**config.mk**
```make
export PLATFORM = sky130hd
export DESIGN_NAME = teste_rede_float2_flat
export DESIGN_NICKNAME = d
export VERILOG_FILES = /design/src/rtl/teste_rede_float2_if.sv /design/src/rtl/teste_rede_float2.sv /design/src/flat_wrapper.sv
export SDC_FILE = /design/constraint.sdc
export NUM_CORES = 1
export LEC_CHECK = 0
export ABC_AREA = 1
export CAP_MARGIN = 20
export CORE_ASPECT_RATIO = 0.5
export CORE_UTILIZATION = 30
export DETAILED_ROUTE_END_ITERATION = 8
export PLACE_DENSITY = 0.54
export REMOVE_ABC_BUFFERS = 1
export SYNTH_ARGS = -nofsm -noshare
export SYNTH_HDL_FRONTEND = slang
export SYNTH_SLANG_ARGS = --single-unit
```
**constraint.sdc**
```tcl
create_clock -name clk -period 19.6 [get_ports clk]
set_clock_uncertainty 0.1 [all_clocks]
set_input_delay 3.92 -clock clk [delete_from_list [all_inputs] [get_ports clk]]
set_output_delay 3.92 -clock clk [all_outputs]
set_load 0.02 [all_outputs]
```
**src/rtl/teste_rede_float2_if.sv**
```systemverilog
// Sample/result bus between the neuron block, its sample source and its result sink.
// Single-cycle codes, no backpressure: req_in=1 asks the source to advance `in`, out_en=1 marks io_out new.
interface teste_rede_float2_if;
    logic signed [18:0] in;
    logic signed [27:0] io_out;
    logic [3:0]         req_in;
    logic [3:0]         out_en;

    modport master (output in, input io_out, input req_in, input out_en);
    modport slave  (input in, output io_out, output req_in, output out_en);
endinterface

```
**src/rtl/teste_rede_float2.sv**
```systemverilog
// Streaming single-neuron inference: 4-sample window, serial MAC, shift, ReLU, 28-bit saturation.
// One result every 8 cycles: LOAD, MAC x4, ACT, OUT, REQ.
module teste_rede_float2 #(
    parameter logic signed [18:0] W0    = 19'sd1,
    parameter logic signed [18:0] W1    = -19'sd1,
    parameter logic signed [18:0] W2    = 19'sd2,
    parameter logic signed [18:0] W3    = 19'sd1,
    parameter logic signed [39:0] BIAS  = 40'sd0,
    parameter int                 SHIFT = 0
) (
    input  logic                clk,
    input  logic                rst,
    teste_rede_float2_if.slave  bus,
    output logic [2:0]          o_dbg_state
);
    typedef enum logic [2:0] {
        S_LOAD = 3'd0,
        S_MAC  = 3'd1,
        S_ACT  = 3'd2,
        S_OUT  = 3'd3,
        S_REQ  = 3'd4
    } state_t;

    localparam logic signed [39:0] SAT_MAX = 40'sd134217727;

    state_t             r_state;
    logic signed [18:0] r_x0, r_x1, r_x2, r_x3;
    logic signed [39:0] r_acc;
    logic [1:0]         r_k;

    logic signed [18:0] w_w;
    logic signed [18:0] w_x;
    logic signed [37:0] w_prod;
    logic signed [39:0] w_shifted;
    logic [27:0]        w_act;

    always_comb begin
        w_w = W0;
        w_x = r_x0;
        case (r_k)
            2'd0: begin w_w = W0; w_x = r_x0; end
            2'd1: begin w_w = W1; w_x = r_x1; end
            2'd2: begin w_w = W2; w_x = r_x2; end
            default: begin w_w = W3; w_x = r_x3; end
        endcase
    end

    assign w_prod    = w_w * w_x;
    assign w_shifted = r_acc >>> SHIFT;

    // ReLU then clamp; the result is always non-negative so it fits 28 bits signed.
    always_comb begin
        w_act = '0;
        if (w_shifted[39])
            w_act = '0;
        else if (w_shifted > SAT_MAX)
            w_act = SAT_MAX[27:0];
        else
            w_act = w_shifted[27:0];
    end

    always_ff @(posedge clk or negedge rst) begin
        if (!rst) begin
            r_state    <= S_LOAD;
            r_x0       <= '0;
            r_x1       <= '0;
            r_x2       <= '0;
            r_x3       <= '0;
            r_acc      <= '0;
            r_k        <= '0;
            bus.io_out <= '0;
            bus.req_in <= 4'd0;
            bus.out_en <= 4'd0;
        end else begin
            bus.req_in <= 4'd0;
            bus.out_en <= 4'd0;
            case (r_state)
                S_LOAD: begin
                    r_x3    <= r_x2;
                    r_x2    <= r_x1;
                    r_x1    <= r_x0;
                    r_x0    <= bus.in;
                    r_acc   <= BIAS;
                    r_k     <= 2'd0;
                    r_state <= S_MAC;
                end
                S_MAC: begin
                    r_acc <= r_acc + {{2{w_prod[37]}}, w_prod};
                    r_k   <= r_k + 2'd1;
                    if (r_k == 2'd3)
                        r_state <= S_ACT;
                end
                S_ACT: begin
                    // Outputs are registered, so the pulse for the OUT cycle is set here.
                    bus.io_out <= w_act;
                    bus.out_en <= 4'd1;
                    r_state    <= S_OUT;
                end
                S_OUT: begin
                    bus.req_in <= 4'd1;
                    r_state    <= S_REQ;
                end
                default: begin
                    r_state <= S_LOAD;
                end
            endcase
        end
    end

    assign o_dbg_state = r_state;
endmodule

```
**src/flat_wrapper.sv**
```systemverilog
// flat-port wrapper written by rule: the top's interface ports become plain ports
module teste_rede_float2_flat 
#(
    parameter logic signed [18:0] W0    = 19'sd1,
    parameter logic signed [18:0] W1    = -19'sd1,
    parameter logic signed [18:0] W2    = 19'sd2,
    parameter logic signed [18:0] W3    = 19'sd1,
    parameter logic signed [39:0] BIAS  = 40'sd0,
    parameter int                 SHIFT = 0
)
  (clk, rst, o_dbg_state, bus_in, bus_io_out, bus_req_in, bus_out_en);
  teste_rede_float2_if bus_i ();
  input  logic clk;
  input  logic rst;
  output logic [2:0] o_dbg_state;
  input wire logic [$bits(bus_i.in)-1:0] bus_in;
  output wire logic [$bits(bus_i.io_out)-1:0] bus_io_out;
  output wire logic [$bits(bus_i.req_in)-1:0] bus_req_in;
  output wire logic [$bits(bus_i.out_en)-1:0] bus_out_en;
  assign bus_i.in = bus_in;
  assign bus_io_out = bus_i.io_out;
  assign bus_req_in = bus_i.req_in;
  assign bus_out_en = bus_i.out_en;
  teste_rede_float2 #(.W0(W0), .W1(W1), .W2(W2), .W3(W3), .BIAS(BIAS), .SHIFT(SHIFT)) u_core (.clk(clk), .rst(rst), .bus(bus_i), .o_dbg_state(o_dbg_state));
endmodule
```
# Yosys cells after proc, flatten, opt, wreduce, memory -nomap -nowiden
# Cells that the tools add are included.
# W data, S select, Z words.
[word_totals]
latch_bits = 0
input_bits = 21
wordCells = 34
ram_bits = 0
rom_bits = 0
n_memories = 0
reg_bits = 151
[op_classes]
div_mod_pow = 0
bitwise = 0
addsub = 2
order_cmp = 1
multipliers = 1
n_eq_ne = 7
n_reduce_logical = 3
shift = 0
n_mux = 10
[ops]
columns = ["operator", "count"]
rows = [
  ["$pmux W40 S2", 1],
  ["$pmux W19 S3", 1],
  ["$mux W28", 2],
  ["$add A40 B40 Y40", 1],
  ["$gt A40 B28 Y1 const B", 1],
  ["$mul A19 B19 Y38", 1],
  ["$pmux W19 S2", 1],
  ["$pmux W3 S4", 1],
  ["$eq A3 B2 Y1 const B", 2],
  ["$eq A2 B2 Y1 const B", 2],
  ["$pmux W2 S2", 1],
  ["$eq A3 B1 Y1 const B", 1],
  ["$logic_not A3 Y1", 1],
  ["$mux W3", 1],
  ["$add A2 B1 Y2 const B", 1],
  ["$eq A2 B1 Y1 const B", 1],
  ["$logic_not A2 Y1", 1],
  ["$mux W1", 2],
  ["$ne A2 B1 Y1 const B", 1],
  ["$reduce_bool A2 Y1", 1],
]

# Longest topological paths before layout
# Gate-level depths: netlist (run 1).
[logic_depth]
depth_word = 5
ltp_mapped = 45
mapped_depth_nobuf = 45

# Least setup slack after synthesis (run 1)
# OpenSTA, ideal clock, no wires.
[synth_timing]
path_type = "register -> register"
from = "reg u_core.r_k[0]"
to = "reg u_core.r_acc[37]"
path_buffers = 1
stages_incl_launch_ff = 38
required_time_ns = 19.383
setup_ns = 0.117
setup_slack_ns = 11.130
arrival_time_ns = 8.253
cell_sequence = "dfrtp_1 -> inv_1 -> ha_1 -> clkinv_1 -> clkbuf_1 -> o22ai_1 -> a211oi_1 -> nor3_1 -> fa_1 -> inv_1 -> fa_1 -> fa_1 -> inv_1 -> fa_1 -> fa_1 -> inv_1 -> fa_1 -> fa_1 -> [... 2 more ...] -> nand2_1 -> inv_1 -> a21oi_1 -> nand2_1 -> a21oi_1 -> o21ai_0 -> xor2_1 -> ha_1 -> nand2_1 -> nor2_1 -> inv_1 -> nor2_1 -> and2_1 -> nand2_1 -> nand2_1 -> nand2_1 -> nand3_1 -> nand2_1"
[synth_between]
elab_chain_len = 5
elab_cells_between_ends = 8
cone_classes = "1 x add/sub; 1 x mul; 2 x eq/ne; 3 x mux; 1 x reduce/logical"
[synth_lines]
columns = ["element", "line", "rtl"]
rows = [
  ["start, declared", "teste_rede_float2.sv:29", "logic [1:0] r_k;"],
  ["start signal, assigned", "teste_rede_float2.sv:89", "r_k <= r_k + 2'd1;"],
  ["$eq A2 B2 Y1 (tied with other cells)", "teste_rede_float2.sv:40", "case (r_k)"],
  ["$pmux W19 S3 / $pmux W19 S2 (equally long branches)", "teste_rede_float2.sv:40", ""],
  ["$mul A19 B19 Y38 (*)", "teste_rede_float2.sv:48", "assign w_prod = w_w * w_x;"],
  ["$add A40 B40 Y40 (*)", "teste_rede_float2.sv:88", "r_acc <= r_acc + {{2{w_prod[37]}}, w_prod};"],
  ["$pmux W40 S2 (*)", "teste_rede_float2.sv:77", "case (r_state)"],
  ["end signal, assigned", "teste_rede_float2.sv:88", ""],
  ["end, declared", "teste_rede_float2.sv:28", "logic signed [39:0] r_acc;"],
]
# Mark *: on every way between the ends. The rest lies on a longest branch, timed or not.
# A chain may end at the register's enable or synchronous reset.

# Final worst setup path (run 1)
[layout_timing]
from = "reg u_core.r_k[1]"
to = "reg u_core.r_acc[35]"
# The elaborated chain is that of the path after synthesis.

==> results of run 1 <==
==> per-layer routing <==
metal | vias up | global-route usage [%] | part of all wire (%)
met3 | 28 | 2.42 | 2.5
li1 | 5829 | - | -
met5 | - | 0 | 0
met2 | 105 | 25.2 | 45
met1 | 5467 | 22.2 | 51
met4 | 0 | 3.28 | 1.3
==> Yosys cell counts, drive strengths merged (2+ instances only) <==
cell    instances
nand2         361
inv           299
nor2          189
o21ai         164
dfrtp         151
ha            143
a21oi         131
fa            108
nand3          42
o22ai          29
buf            26
clkbuf         26
nor3           21
mux2           18
xor2           16
xnor2          12
or2            10
a21o            9
o21a            9
nand4           7
nand3b          6
o21bai          6
clkinv          5
a211oi          4
nor4            3
a31oi           2
a32o            2
and2            2
==> critical path, delay by kind of cell (launching register included) <==
family          cells  cell delay (ns)
compound gates      4             0.66
xor+xnor            1             0.25
fa+ha+maj          10             5.13
buf+inv             7             1.54
flops               1             0.40
simple gates       12             1.63
==> kinds of logic after synthesis <==
logic type,synth area share [%]
DFF,26.5
muxes,1.42
adders and majority gates,27.7
buffers and inverters,9.73
and+or+nand+nor,18.6
other,0.0263
AOI/OAI and AO/OA,14.3
xor gates and xnor gates,1.72
==> worst paths after layout <==
kind,slack (ns),end,startpoint,cells past startpoint
worst max-delay path,9.78,u_core.r_acc[35],u_core.r_k[1],34
worst min-delay path,0.38,u_core.r_x2[16],u_core.r_x2[16],2
worst max register to register,9.78,u_core.r_acc[35],u_core.r_k[1],34
worst min register to register,0.38,u_core.r_x2[16],u_core.r_x2[16],2
max in group asynchronous,14.56,u_core.r_x0[14],rst,2
min in group asynchronous,3.45,u_core.bus.io_out[7],rst,1
==> area by class of cell <==
| type | count | area [sq um] |
|---|---|---|
| Timing Repair Buffer | 59 | 577 |
| Clock inverter | 13 | 148 |
| Clock buffer | 19 | 443 |
| Sequential cell | 151 | 3780 |
| Inverter | 304 | 1140 |
| Fill cell | 4972 | 30900 |
| Multi-Input combinational cell | 1305 | 9120 |
| Tap cell | 638 | 798 |
==> stage by stage <==
step | hold slack, ns | total power [mW] | std cells | utilization [%] | worst slack [ns]
2_1_floorplan | 0.353 | 0.463 | 1760 | - | 11.08
3_3_place_gp | 0.366 | 0.545 | 2457 | 32.9 | 9.91
3_5_place_dp | 0.373 | 0.546 | 2457 | 32.9 | 9.83
4_1_cts | 0.390 | 0.891 | 2489 | 34.2 | 9.76
5_1_grt | 0.398 | 0.922 | 2489 | 34.2 | 8.87
6_report | 0.383 | 0.879 | 2489 | 34.2 | 9.78
==> power by group through the flow <==
stage / logic (mW) / clock network (mW) / registers [mW]
after floorplan: 0.0658 / 0 / 0.397
after global placement: 0.177 / 0 / 0.367
after detailed placement: 0.178 / 0 / 0.367
after CTS: 0.179 / 0.351 / 0.362
after global routing: 0.196 / 0.361 / 0.365
final: 0.177 / 0.341 / 0.361
==> state kept, by name, summed over array words and instances (netlist names) <==
name / count
u_core.r_x2: 19
u_core.r_x3: 19
u_core.r_acc: 40
u_core.o_dbg_state: 3
u_core.r_x1: 19
u_core.bus.req_in: 1
u_core.bus.out_en: 1
u_core.r_k: 2
u_core.r_x0: 19
u_core.bus.io_out: 28
==> impl_table.tex, run 1 <==
\begin{tabular}{lr}
\hline
Metric & Value \\
\hline
\multicolumn{2}{l}{\textbf{Logic synthesis}} \\
\quad Flop and latch count out of synthesis & 151 \\
\quad Number of enable-type register cells in the synthesized netlist & 0 \\
\quad Proportion of netlist area held by the largest area contributor & 26.5\% \\
\quad Number of distinct library cells after synthesis & 51 \\
\quad Post-synthesis async set-or-reset flop share & 100\% \\
\quad Mapped Area & 0.0143 sq mm \\
\quad Count of yosys warnings during synthesis & 0 \\
\quad Cells taking the most area after synthesis & dfrtp\_1, fa\_1, ha\_1, nand2\_1, inv\_1 \\
\quad Post-synth top flop & dfrtp\_1 \\
\quad Synthesized area per cell & 7.89 sq um \\
\quad Yosys top cell by area & dfrtp\_1 \\
\quad Mapped Cells & 1807 \\
\quad Fraction of the yosys area taken by sequential cells & 26.5\% \\
\multicolumn{2}{l}{\textbf{Clocking}} \\
\quad Post-cts resize count & 0 \\
\quad Clock tree from TritonCTS & done \\
\quad CTS sink cnt & 151 \\
\quad Total CTS buffers & 17 \\
\quad Setup fix buffers added after clock tree synthesis & 0 \\
\quad Hold buffers post-CTS & 0 \\
\quad Clock-pin slew on the worst setup and hold paths & 0.07 ns \\
\quad Clock root buffer & clkbuf\_16 \\
\quad Clock Path Buffers & 2 \\
\quad Latest clock arrival within the worst-skew pair & 0.45 ns \\
\quad Htree depth & 4 \\
\multicolumn{2}{l}{\textbf{Floorplanning}} \\
\quad Starting utilization of the core area & 30.4\% \\
\quad Core Area & 0.0469 sq mm \\
\quad Overall die width & 310 um \\
\quad Number of core rows & 56 \\
\quad Top-level port count & 60 \\
\quad Die height & 156 um \\
\quad Floorplan die area & 0.0485 sq mm \\
\multicolumn{2}{l}{\textbf{Detailed routing}} \\
\quad Detailed-route wire length & 35600 um \\
\quad Length of the first detailed-routing pass in iterations & 5 \\
\quad Remaining antenna violation count after routing & 0 \\
\quad Detailed-route wire length per cell & 14.3 um \\
\quad Routed via count & 11400 \\
\quad Via/cell ratio & 4.59 \\
\quad Drt drc & 0 \\
\quad Drt first-iter violations & 770 \\
\multicolumn{2}{l}{\textbf{Run status}} \\
\quad Result of the run & complete, no violations \\
\multicolumn{2}{l}{\textbf{Finish}} \\
\quad Final instance area & 0.0160 sq mm \\
\quad Number of nets in the layout & 2110 \\
\quad Relative area change from synthesis to final layout & 12.2\% \\
\quad Commonest cells after routing, fill and taps aside & nand2\_1, inv\_1, nor2\_1 \\
\quad Commonest non-fill, non-tap cell in the layout & nand2\_1 \\
\quad Fraction of final layout cells with drive strength greater than 1 & 6.32\% \\
\quad Antenna Cells & 0 \\
\multicolumn{2}{l}{\textbf{Pwr}} \\
\quad Reported net switching power & 0.264 mW \\
\quad Peak supply drop & 50.7 uV \\
\quad Internal Pwr Total & 0.615 mW \\
\quad Clock network fraction of total power & 38.8\% \\
\quad Comb power frac & 20.1\% \\
\quad Net switching share of the total power & 30.1\% \\
\quad Sequential power share & 41.1\% \\
\quad P per Cell Area & 54.9 mW/mm\^{}2 \\
\quad Leakage power summed over all cells & 8.30 nW \\
\multicolumn{2}{l}{\textbf{Setup path}} \\
\quad Worst Path Arrival & 10.06 ns \\
\quad Largest driver fanout on the critical path & 35 \\
\quad Worst-path cell with the longest stage delay & fa\_1 \\
\quad CP endpoint kind & register \\
\quad Maximum single-stage delay on the critical path & 0.87 ns \\
\quad Required time of the critical path & 19.84 ns \\
\quad Cell mode on critical path & fa\_1 \\
\quad Critical path startpoint category & register \\
\quad Critical path class & register to register \\
\multicolumn{2}{l}{\textbf{STA}} \\
\quad Worst slew margin relative to its limit & 28.2\% \\
\quad Unrepaired setup endpoints after global routing & no \\
\quad Final worst-path cycle share & 50.1\% \\
\quad Final Hold Violating Endpoints & 0 \\
\quad Setup Total Neg Slack & 0 ns \\
\quad Maximum clock rate & 102 MHz \\
\quad Clock period minus worst slack & 9.82 ns \\
\quad Fin. max-slew vios & 0 \\
\quad Worst-margin pin slew & 1.08 ns \\
\quad Final-report setup violation count & 0 \\
\multicolumn{2}{l}{\textbf{Placement}} \\
\quad Area of placed instances & 0.0154 sq mm \\
\quad Final GP Congestion & 0.876 \\
\quad Total half-perimeter wirelength after legalization and detailed placement & 28200 um \\
\quad PortBufs & 53 \\
\multicolumn{2}{l}{\textbf{Worst hold path}} \\
\quad Tightest Hold Check Type & register to register \\
\multicolumn{2}{l}{\textbf{Global route}} \\
\quad Initial antenna violation count & 0 \\
\quad Maximum number of pins on one net before global-route repair & 86 \\
\quad GRT Overall Usage & 15.7\% \\
\quad Number of global-route vias before repair & 11600 \\
\quad Leftover overflow at the end of global routing & 0 \\
\quad First-pass GRT wire length & 60400 um \\
\multicolumn{2}{l}{\textbf{Run}} \\
\quad Number of max-capacitance violations reported & 0 \\
\hline
\end{tabular}
No activity file was read; power rests on OpenSTA's default activity.
==> inputs of run 2 (changes only) <==
==> constraint.sdc (replaced) <==
create_clock -name clk -period 9.29 [get_ports clk]
set_clock_uncertainty 0.1 [all_clocks]
set_input_delay 1.858 -clock clk [delete_from_list [all_inputs] [get_ports clk]]
set_output_delay 1.858 -clock clk [all_outputs]
set_load 0.02 [all_outputs]
==> impl_table.tex, run 2 (synthesis gave the netlist of run 1 again) <==
\begin{tabular}{lr}
\hline
Metric & Value \\
\hline
\multicolumn{2}{l}{\textbf{Run status}} \\
\quad Result of the run & complete, no violations (unchanged) \\
\multicolumn{2}{l}{\textbf{Pwr}} \\
\quad P per Cell Area & 114 mW/mm\^{}2 (was 54.9 mW/mm\^{}2) \\
\quad Leakage power summed over all cells & 8.40 nW (was 8.30 nW) \\
\quad Reported net switching power & 0.557 mW (was 0.264 mW) \\
\quad Internal Pwr Total & 1.30 mW (was 0.615 mW) \\
\quad Net switching share of the total power & 30.0\% (was 30.1\%) \\
\quad Sequential power share & 41.1\% (about the same) \\
\quad Peak supply drop & 125 uV (was 50.7 uV) \\
\quad Comb power frac & 20.1\% (about the same) \\
\quad Total design power & 1.85 mW (was 0.879 mW) \\
\quad Clock network fraction of total power & 38.8\% (about the same) \\
\multicolumn{2}{l}{\textbf{Global route}} \\
\quad First-pass GRT wire length & 60800 um (was 60400 um) \\
\quad GRT Overall Usage & 15.8\% (was 15.7\%) \\
\quad Maximum number of pins on one net before global-route repair & 117 (was 86) \\
\quad Leftover overflow at the end of global routing & 0 (unchanged) \\
\quad Number of global-route vias before repair & 11800 (was 11600) \\
\quad Initial antenna violation count & 0 (unchanged) \\
\multicolumn{2}{l}{\textbf{STA}} \\
\quad Fin. max-slew vios & 0 (unchanged) \\
\quad Clock period minus worst slack & 8.71 ns (was 9.82 ns) \\
\quad Worst slew margin relative to its limit & 31.6\% (was 28.2\%) \\
\quad Unrepaired setup endpoints after global routing & no (unchanged) \\
\quad Final-report setup violation count & 0 (unchanged) \\
\quad Setup Total Neg Slack & 0 ns (unchanged) \\
\quad Final worst-path cycle share & 93.8\% (was 50.1\%) \\
\quad Final Hold Violating Endpoints & 0 (unchanged) \\
\quad Worst-margin pin slew & 1.03 ns (was 1.08 ns) \\
\quad Maximum clock rate & 115 MHz (was 102 MHz) \\
\quad Post-route setup slack & 0.580 ns (was 9.78 ns) \\
\multicolumn{2}{l}{\textbf{Finish}} \\
\quad Registers with the most flip-flops & u\_core.r\_acc (40), u\_core.bus.io\_out (28) (unchanged) \\
\quad Most flop-heavy register & u\_core.r\_acc (unchanged) \\
\quad Fraction of final layout cells with drive strength greater than 1 & 8.14\% (was 6.32\%) \\
\quad Commonest non-fill, non-tap cell in the layout & nand2\_1 (unchanged) \\
\quad Number of nets in the layout & 2127 (was 2110) \\
\quad Largest register FFs & 40 (unchanged) \\
\quad Non-filler instance count after layout & 2506 (was 2489) \\
\quad Multi-input combinational cell area & 0.00920 sq mm (was 0.00912 sq mm) \\
\quad Fill cell count & 4976 (was 4972) \\
\quad Commonest cells after routing, fill and taps aside & nand2\_1, inv\_1, nor2\_1 (unchanged) \\
\quad FF/Latch Area & 0.00378 sq mm (unchanged) \\
\quad Relative area change from synthesis to final layout & 13.9\% (was 12.2\%) \\
\quad Final instance area & 0.0162 sq mm (was 0.0160 sq mm) \\
\quad Antenna Cells & 0 (unchanged) \\
\multicolumn{2}{l}{\textbf{Clocking}} \\
\quad Clock root buffer & clkbuf\_16 (unchanged) \\
\quad Htree depth & 4 (unchanged) \\
\quad Clock tree from TritonCTS & done (unchanged) \\
\quad Clock-pin slew on the worst setup and hold paths & 0.07 ns (about the same) \\
\quad CTS sink cnt & 151 (unchanged) \\
\quad Clock Path Buffers & 2 (unchanged) \\
\quad Total CTS buffers & 17 (unchanged) \\
\quad Latest clock arrival within the worst-skew pair & 0.45 ns (about the same) \\
\quad Hold buffers post-CTS & 0 (unchanged) \\
\multicolumn{2}{l}{\textbf{Floorplanning}} \\
\quad Number of core rows & 56 (unchanged) \\
\quad Die height & 156 um (unchanged) \\
\quad Starting utilization of the core area & 30.4\% (unchanged) \\
\quad Core Area & 0.0469 sq mm (unchanged) \\
\quad Top-level port count & 60 (unchanged) \\
\quad Overall die width & 310 um (unchanged) \\
\quad Floorplan die area & 0.0485 sq mm (unchanged) \\
\multicolumn{2}{l}{\textbf{Placement}} \\
\quad Final GP Congestion & 0.885 (was 0.876) \\
\quad Setup WS pre-CTS & 0.0934 ns (was 9.83 ns) \\
\quad Cell count after placement & 2473 (was 2457) \\
\quad Total half-perimeter wirelength after legalization and detailed placement & 28400 um (was 28200 um) \\
\quad PortBufs & 53 (unchanged) \\
\quad Area of placed instances & 0.0155 sq mm (was 0.0154 sq mm) \\
\multicolumn{2}{l}{\textbf{Setup path}} \\
\quad Critical path class & register to register (unchanged) \\
\quad Maximum single-stage delay on the critical path & 0.54 ns (was 0.87 ns) \\
\quad Critical path startpoint category & register (unchanged) \\
\quad Cell mode on critical path & fa\_1 (unchanged) \\
\quad Required time of the critical path & 9.54 ns (was 19.84 ns) \\
\quad CP endpoint kind & register (unchanged) \\
\quad Worst R2R Path Depth & 35 (was 34) \\
\quad Worst Path Arrival & 8.96 ns (was 10.06 ns) \\
\quad Largest driver fanout on the critical path & 19 (was 35) \\
\quad Worst-path cell with the longest stage delay & fa\_1 (unchanged) \\
\multicolumn{2}{l}{\textbf{Worst hold path}} \\
\quad Worst hold path cell count & 2 (unchanged) \\
\quad Tightest Hold Check Type & register to register (unchanged) \\
\multicolumn{2}{l}{\textbf{Detailed routing}} \\
\quad Drt first-iter violations & 673 (was 770) \\
\quad Via/cell ratio & 4.59 (about the same) \\
\quad Detailed-route wire length & 35600 um (about the same) \\
\quad Remaining antenna violation count after routing & 0 (unchanged) \\
\quad Drt drc & 0 (unchanged) \\
\quad Length of the first detailed-routing pass in iterations & 5 (unchanged) \\
\quad Detailed-route wire length per cell & 14.2 um (was 14.3 um) \\
\quad Routed via count & 11500 (was 11400) \\
\multicolumn{2}{l}{\textbf{Run}} \\
\quad Number of max-capacitance violations reported & 0 (unchanged) \\
\hline
\end{tabular}
run 2: cell count changes in the layout (fill, tap and decap cells not counted), sizes merged:
cell and delta:
clkinv +1, clkinvlp -1, buf +17
run 2: timing repair:
| item | in CTS | in global routing |
|---|---|---|
| endpoints found under the setup margin | 0 | 21 |
| hold endpoints to repair | 0 | 0 |
| setup buffers | 0 | 0 |
| gates resized for setup | 0 | 27 |
run 2: through the flow:
stage / utilization, % / hold slack (ns)
2_1_floorplan: - / 0.353
3_3_place_gp: 33.2 / 0.367
3_5_place_dp: 33.2 / 0.374
4_1_cts: 34.4 / 0.391
5_1_grt: 34.7 / 0.407
6_report: 34.7 / 0.389
run 2: worst paths after layout:
check / from / endpoint / slack [ns]
max in group asynchronous: rst / u_core.r_x0[17] / 6.26
max reg2reg: u_core.r_k[0] / u_core.r_acc[35] / 0.58
max: u_core.r_k[0] / u_core.r_acc[35] / 0.58
min in group asynchronous: rst / u_core.bus.io_out[4] / 1.35
min reg2reg: u_core.r_x2[4] / u_core.r_x2[4] / 0.39
min: u_core.r_x2[4] / u_core.r_x2[4] / 0.39
run 2: critical path: cells and delay by family, from the launching register on:
family                     cells  cell delay (ns)
DFF                            1             0.41
and+or+nand+nor               11             1.51
xor gates and xnor gates       1             0.27
AOI/OAI and AO/OA              5             1.01
adders and majority gates     10             4.44
buffers and inverters          8             0.83
run 2: power by group through the flow:
stage / Clock, mW / Combinational, mW / Sequential (mW)
2_1_floorplan: 0 / 0.139 / 0.838
5_1_grt: 0.760 / 0.416 / 0.772
3_5_place_dp: 0 / 0.376 / 0.777
4_1_cts: 0.737 / 0.377 / 0.765
6_report: 0.719 / 0.373 / 0.763
3_3_place_gp: 0 / 0.373 / 0.776
run 2: layer usage:
layer | routed length (um) | GRT usage [%]
met5 | 0 | 0
met3 | 937 | 2.31
met4 | 551 | 3.96
met1 | 17600 | 21.8
met2 | 16500 | 25.8
run 2: layout make-up:
type	instances	share of cell area (%)
repair buffers	76	4.56
flip-flops and latches	151	23.3
clock buffers	19	2.73
clock inverters	13	0.893
inverters	304	7.07
well taps	638	4.91
multi-input cells	1305	56.6
==> inputs of run 3 (changes only) <==
--- a/config.mk
+++ b/config.mk
@@ -10,8 +10,10 @@
 export CORE_ASPECT_RATIO = 0.5
 export CORE_UTILIZATION = 30
 export DETAILED_ROUTE_END_ITERATION = 8
-export PLACE_DENSITY = 0.54
+export DONT_BUFFER_PORTS = 1
+export PLACE_DENSITY = 0.53
 export REMOVE_ABC_BUFFERS = 1
+export SLEW_MARGIN = 30
 export SYNTH_ARGS = -nofsm -noshare
 export SYNTH_HDL_FRONTEND = slang
 export SYNTH_SLANG_ARGS = --single-unit
==> impl_table.tex, run 3 (synthesis gave the netlist of run 1 again) <==
\begin{tabular}{lr}
\hline
Metric & Value \\
\hline
\multicolumn{2}{l}{\textbf{Run status}} \\
\quad Result of the run & complete, no violations (unchanged) \\
\multicolumn{2}{l}{\textbf{Floorplanning}} \\
\quad Starting utilization of the core area & 30.4\% (unchanged) \\
\quad Number of core rows & 56 (unchanged) \\
\quad Overall die width & 310 um (unchanged) \\
\quad Die height & 156 um (unchanged) \\
\quad Floorplan die area & 0.0485 sq mm (unchanged) \\
\quad Core Area & 0.0469 sq mm (unchanged) \\
\quad Top-level port count & 60 (unchanged) \\
\multicolumn{2}{l}{\textbf{Clocking}} \\
\quad Total CTS buffers & 17 (unchanged) \\
\quad Clock-pin slew on the worst setup and hold paths & 0.07 ns (about the same) \\
\quad Clock root buffer & clkbuf\_16 (unchanged) \\
\quad Setup fix buffers added after clock tree synthesis & 0 (unchanged) \\
\quad Hold buffers post-CTS & 0 (unchanged) \\
\quad CTS sink cnt & 151 (unchanged) \\
\quad Htree depth & 4 (unchanged) \\
\quad Clock tree from TritonCTS & done (unchanged) \\
\quad Post-cts resize count & 0 (unchanged) \\
\quad Clock Path Buffers & 2 (unchanged) \\
\quad Latest clock arrival within the worst-skew pair & 0.45 ns (about the same) \\
\multicolumn{2}{l}{\textbf{STA}} \\
\quad Fin. max-slew vios & 0 (unchanged) \\
\quad Maximum clock rate & 114 MHz (was 115 MHz) \\
\quad Final-report setup violation count & 0 (unchanged) \\
\quad Clock period minus worst slack & 8.78 ns (was 8.71 ns) \\
\quad Worst-margin pin slew & 0.938 ns (was 1.03 ns) \\
\quad Final Hold Violating Endpoints & 0 (unchanged) \\
\quad Final worst-path cycle share & 94.5\% (was 93.8\%) \\
\quad Worst slew margin relative to its limit & 37.4\% (was 31.6\%) \\
\quad Setup Total Neg Slack & 0 ns (unchanged) \\
\quad Unrepaired setup endpoints after global routing & no (unchanged) \\
\multicolumn{2}{l}{\textbf{Detailed routing}} \\
\quad Via/cell ratio & 4.62 (was 4.59) \\
\quad Detailed-route wire length & 35100 um (was 35600 um) \\
\quad Routed via count & 11300 (was 11500) \\
\quad Drt drc & 0 (unchanged) \\
\quad Length of the first detailed-routing pass in iterations & 5 (unchanged) \\
\quad Remaining antenna violation count after routing & 0 (unchanged) \\
\quad Drt first-iter violations & 661 (was 673) \\
\quad Detailed-route wire length per cell & 14.4 um (was 14.2 um) \\
\multicolumn{2}{l}{\textbf{Global route}} \\
\quad Leftover overflow at the end of global routing & 0 (unchanged) \\
\quad Maximum number of pins on one net before global-route repair & 152 (was 117) \\
\quad GRT Overall Usage & 15.3\% (was 15.8\%) \\
\quad First-pass GRT wire length & 58700 um (was 60800 um) \\
\quad Number of global-route vias before repair & 11100 (was 11800) \\
\quad Initial antenna violation count & 0 (unchanged) \\
\multicolumn{2}{l}{\textbf{Finish}} \\
\quad Multi-input combinational cell area & 0.00920 sq mm (about the same) \\
\quad Most flop-heavy register & u\_core.r\_acc (unchanged) \\
\quad Number of nets in the layout & 2068 (was 2127) \\
\quad Largest register FFs & 40 (unchanged) \\
\quad Fin util & 33.5\% (was 34.7\%) \\
\quad Registers with the most flip-flops & u\_core.r\_acc (40), u\_core.bus.io\_out (28) (unchanged) \\
\quad Commonest non-fill, non-tap cell in the layout & nand2\_1 (unchanged) \\
\quad Fraction of final layout cells with drive strength greater than 1 & 8.51\% (was 8.14\%) \\
\quad Relative area change from synthesis to final layout & 10.1\% (was 13.9\%) \\
\quad FF/Latch Area & 0.00378 sq mm (unchanged) \\
\quad Fill cell count & 4926 (was 4976) \\
\quad Commonest cells after routing, fill and taps aside & nand2\_1, inv\_1, nor2\_1 (unchanged) \\
\quad Antenna Cells & 0 (unchanged) \\
\multicolumn{2}{l}{\textbf{Pwr}} \\
\quad Leakage power summed over all cells & 8.17 nW (was 8.40 nW) \\
\quad P per Cell Area & 113 mW/mm\^{}2 (was 114 mW/mm\^{}2) \\
\quad Peak supply drop & 127 uV (was 125 uV) \\
\multicolumn{2}{l}{\textbf{Placement}} \\
\quad Total half-perimeter wirelength after legalization and detailed placement & 27900 um (was 28400 um) \\
\quad Final GP Congestion & 0.883 (was 0.885) \\
\quad PortBufs & 0 (was 53) \\
\multicolumn{2}{l}{\textbf{Setup path}} \\
\quad CP endpoint kind & register (unchanged) \\
\quad Worst-path cell with the longest stage delay & fa\_2 (was fa\_1) \\
\quad Maximum single-stage delay on the critical path & 0.69 ns (was 0.54 ns) \\
\quad CP top delay family & adder cells (unchanged) \\
\quad Required time of the critical path & 9.53 ns (was 9.54 ns) \\
\quad Buffering stage count on the worst path with inverters included & 7 (was 8) \\
\quad Critical path class & register to register (unchanged) \\
\quad Worst Path Arrival & 9.02 ns (was 8.96 ns) \\
\quad Critical path startpoint category & register (unchanged) \\
\quad Largest driver fanout on the critical path & 28 (was 19) \\
\multicolumn{2}{l}{\textbf{Run}} \\
\quad Number of max-capacitance violations reported & 0 (unchanged) \\
\multicolumn{2}{l}{\textbf{Worst hold path}} \\
\quad Tightest Hold Check Type & register to register (unchanged) \\
\hline
\end{tabular}
-- run 3: through the flow --
step           setup slack [ns]  hold slack [ns]  std cells  instance area (sq um)  power, mW
4_1_cts                   0.188            0.390       2447                  15600       1.80
5_1_grt                 0.00219            0.408       2447                  15700       1.86
2_1_floorplan             0.769            0.353       1760                  14000      0.976
3_3_place_gp              0.335            0.367       2415                  15000       1.03
6_report                  0.510            0.386       2447                  15700       1.77
3_5_place_dp              0.257            0.374       2415                  15000       1.03
-- run 3: path summary, 6_finish.rpt --
check	cells after the start	endpoint	from	slack, ns
setup / recovery	33	u_core.r_acc[38]	u_core.r_k[1]	0.51
hold / removal	2	u_core.r_x2[7]	u_core.r_x2[7]	0.39
setup reg to reg	33	u_core.r_acc[38]	u_core.r_k[1]	0.51
hold reg to reg	2	u_core.r_x2[7]	u_core.r_x2[7]	0.39
max in group asynchronous	0	u_core.r_x1[15]	rst	7.78
min in group asynchronous	0	u_core.bus.io_out[7]	rst	1.01
-- run 3: cell type report --
cell class	count	area share, %
well taps	638	5.08
multi-input cells	1305	58.6
repair buffers	17	0.996
clock inverters	12	1.05
flip-flops and latches	151	24.1
inverters	304	7.34
clock buffers	20	2.91
-- run 3: worst min-delay path, cell delays in order (launching register included) --
cell	delay (ns)
dfrtp_1	0.35
nand2_1	0.05
o21ai_0	0.05
-- run 3: per-layer routing --
layer	track usage, %	vias up	wire length [um]
met4	3.78	0	476
met2	25.1	141	16500
met3	2.17	29	920
li1	-	5751	-
met1	21.1	5387	17200
met5	0	-	0
-- run 3: report_power, final --
group	internal, mW	leakage, nW	switching [mW]
logic	0.0686	5.97	0.108
clock network	0.441	0.294	0.316
registers	0.728	1.90	0.113
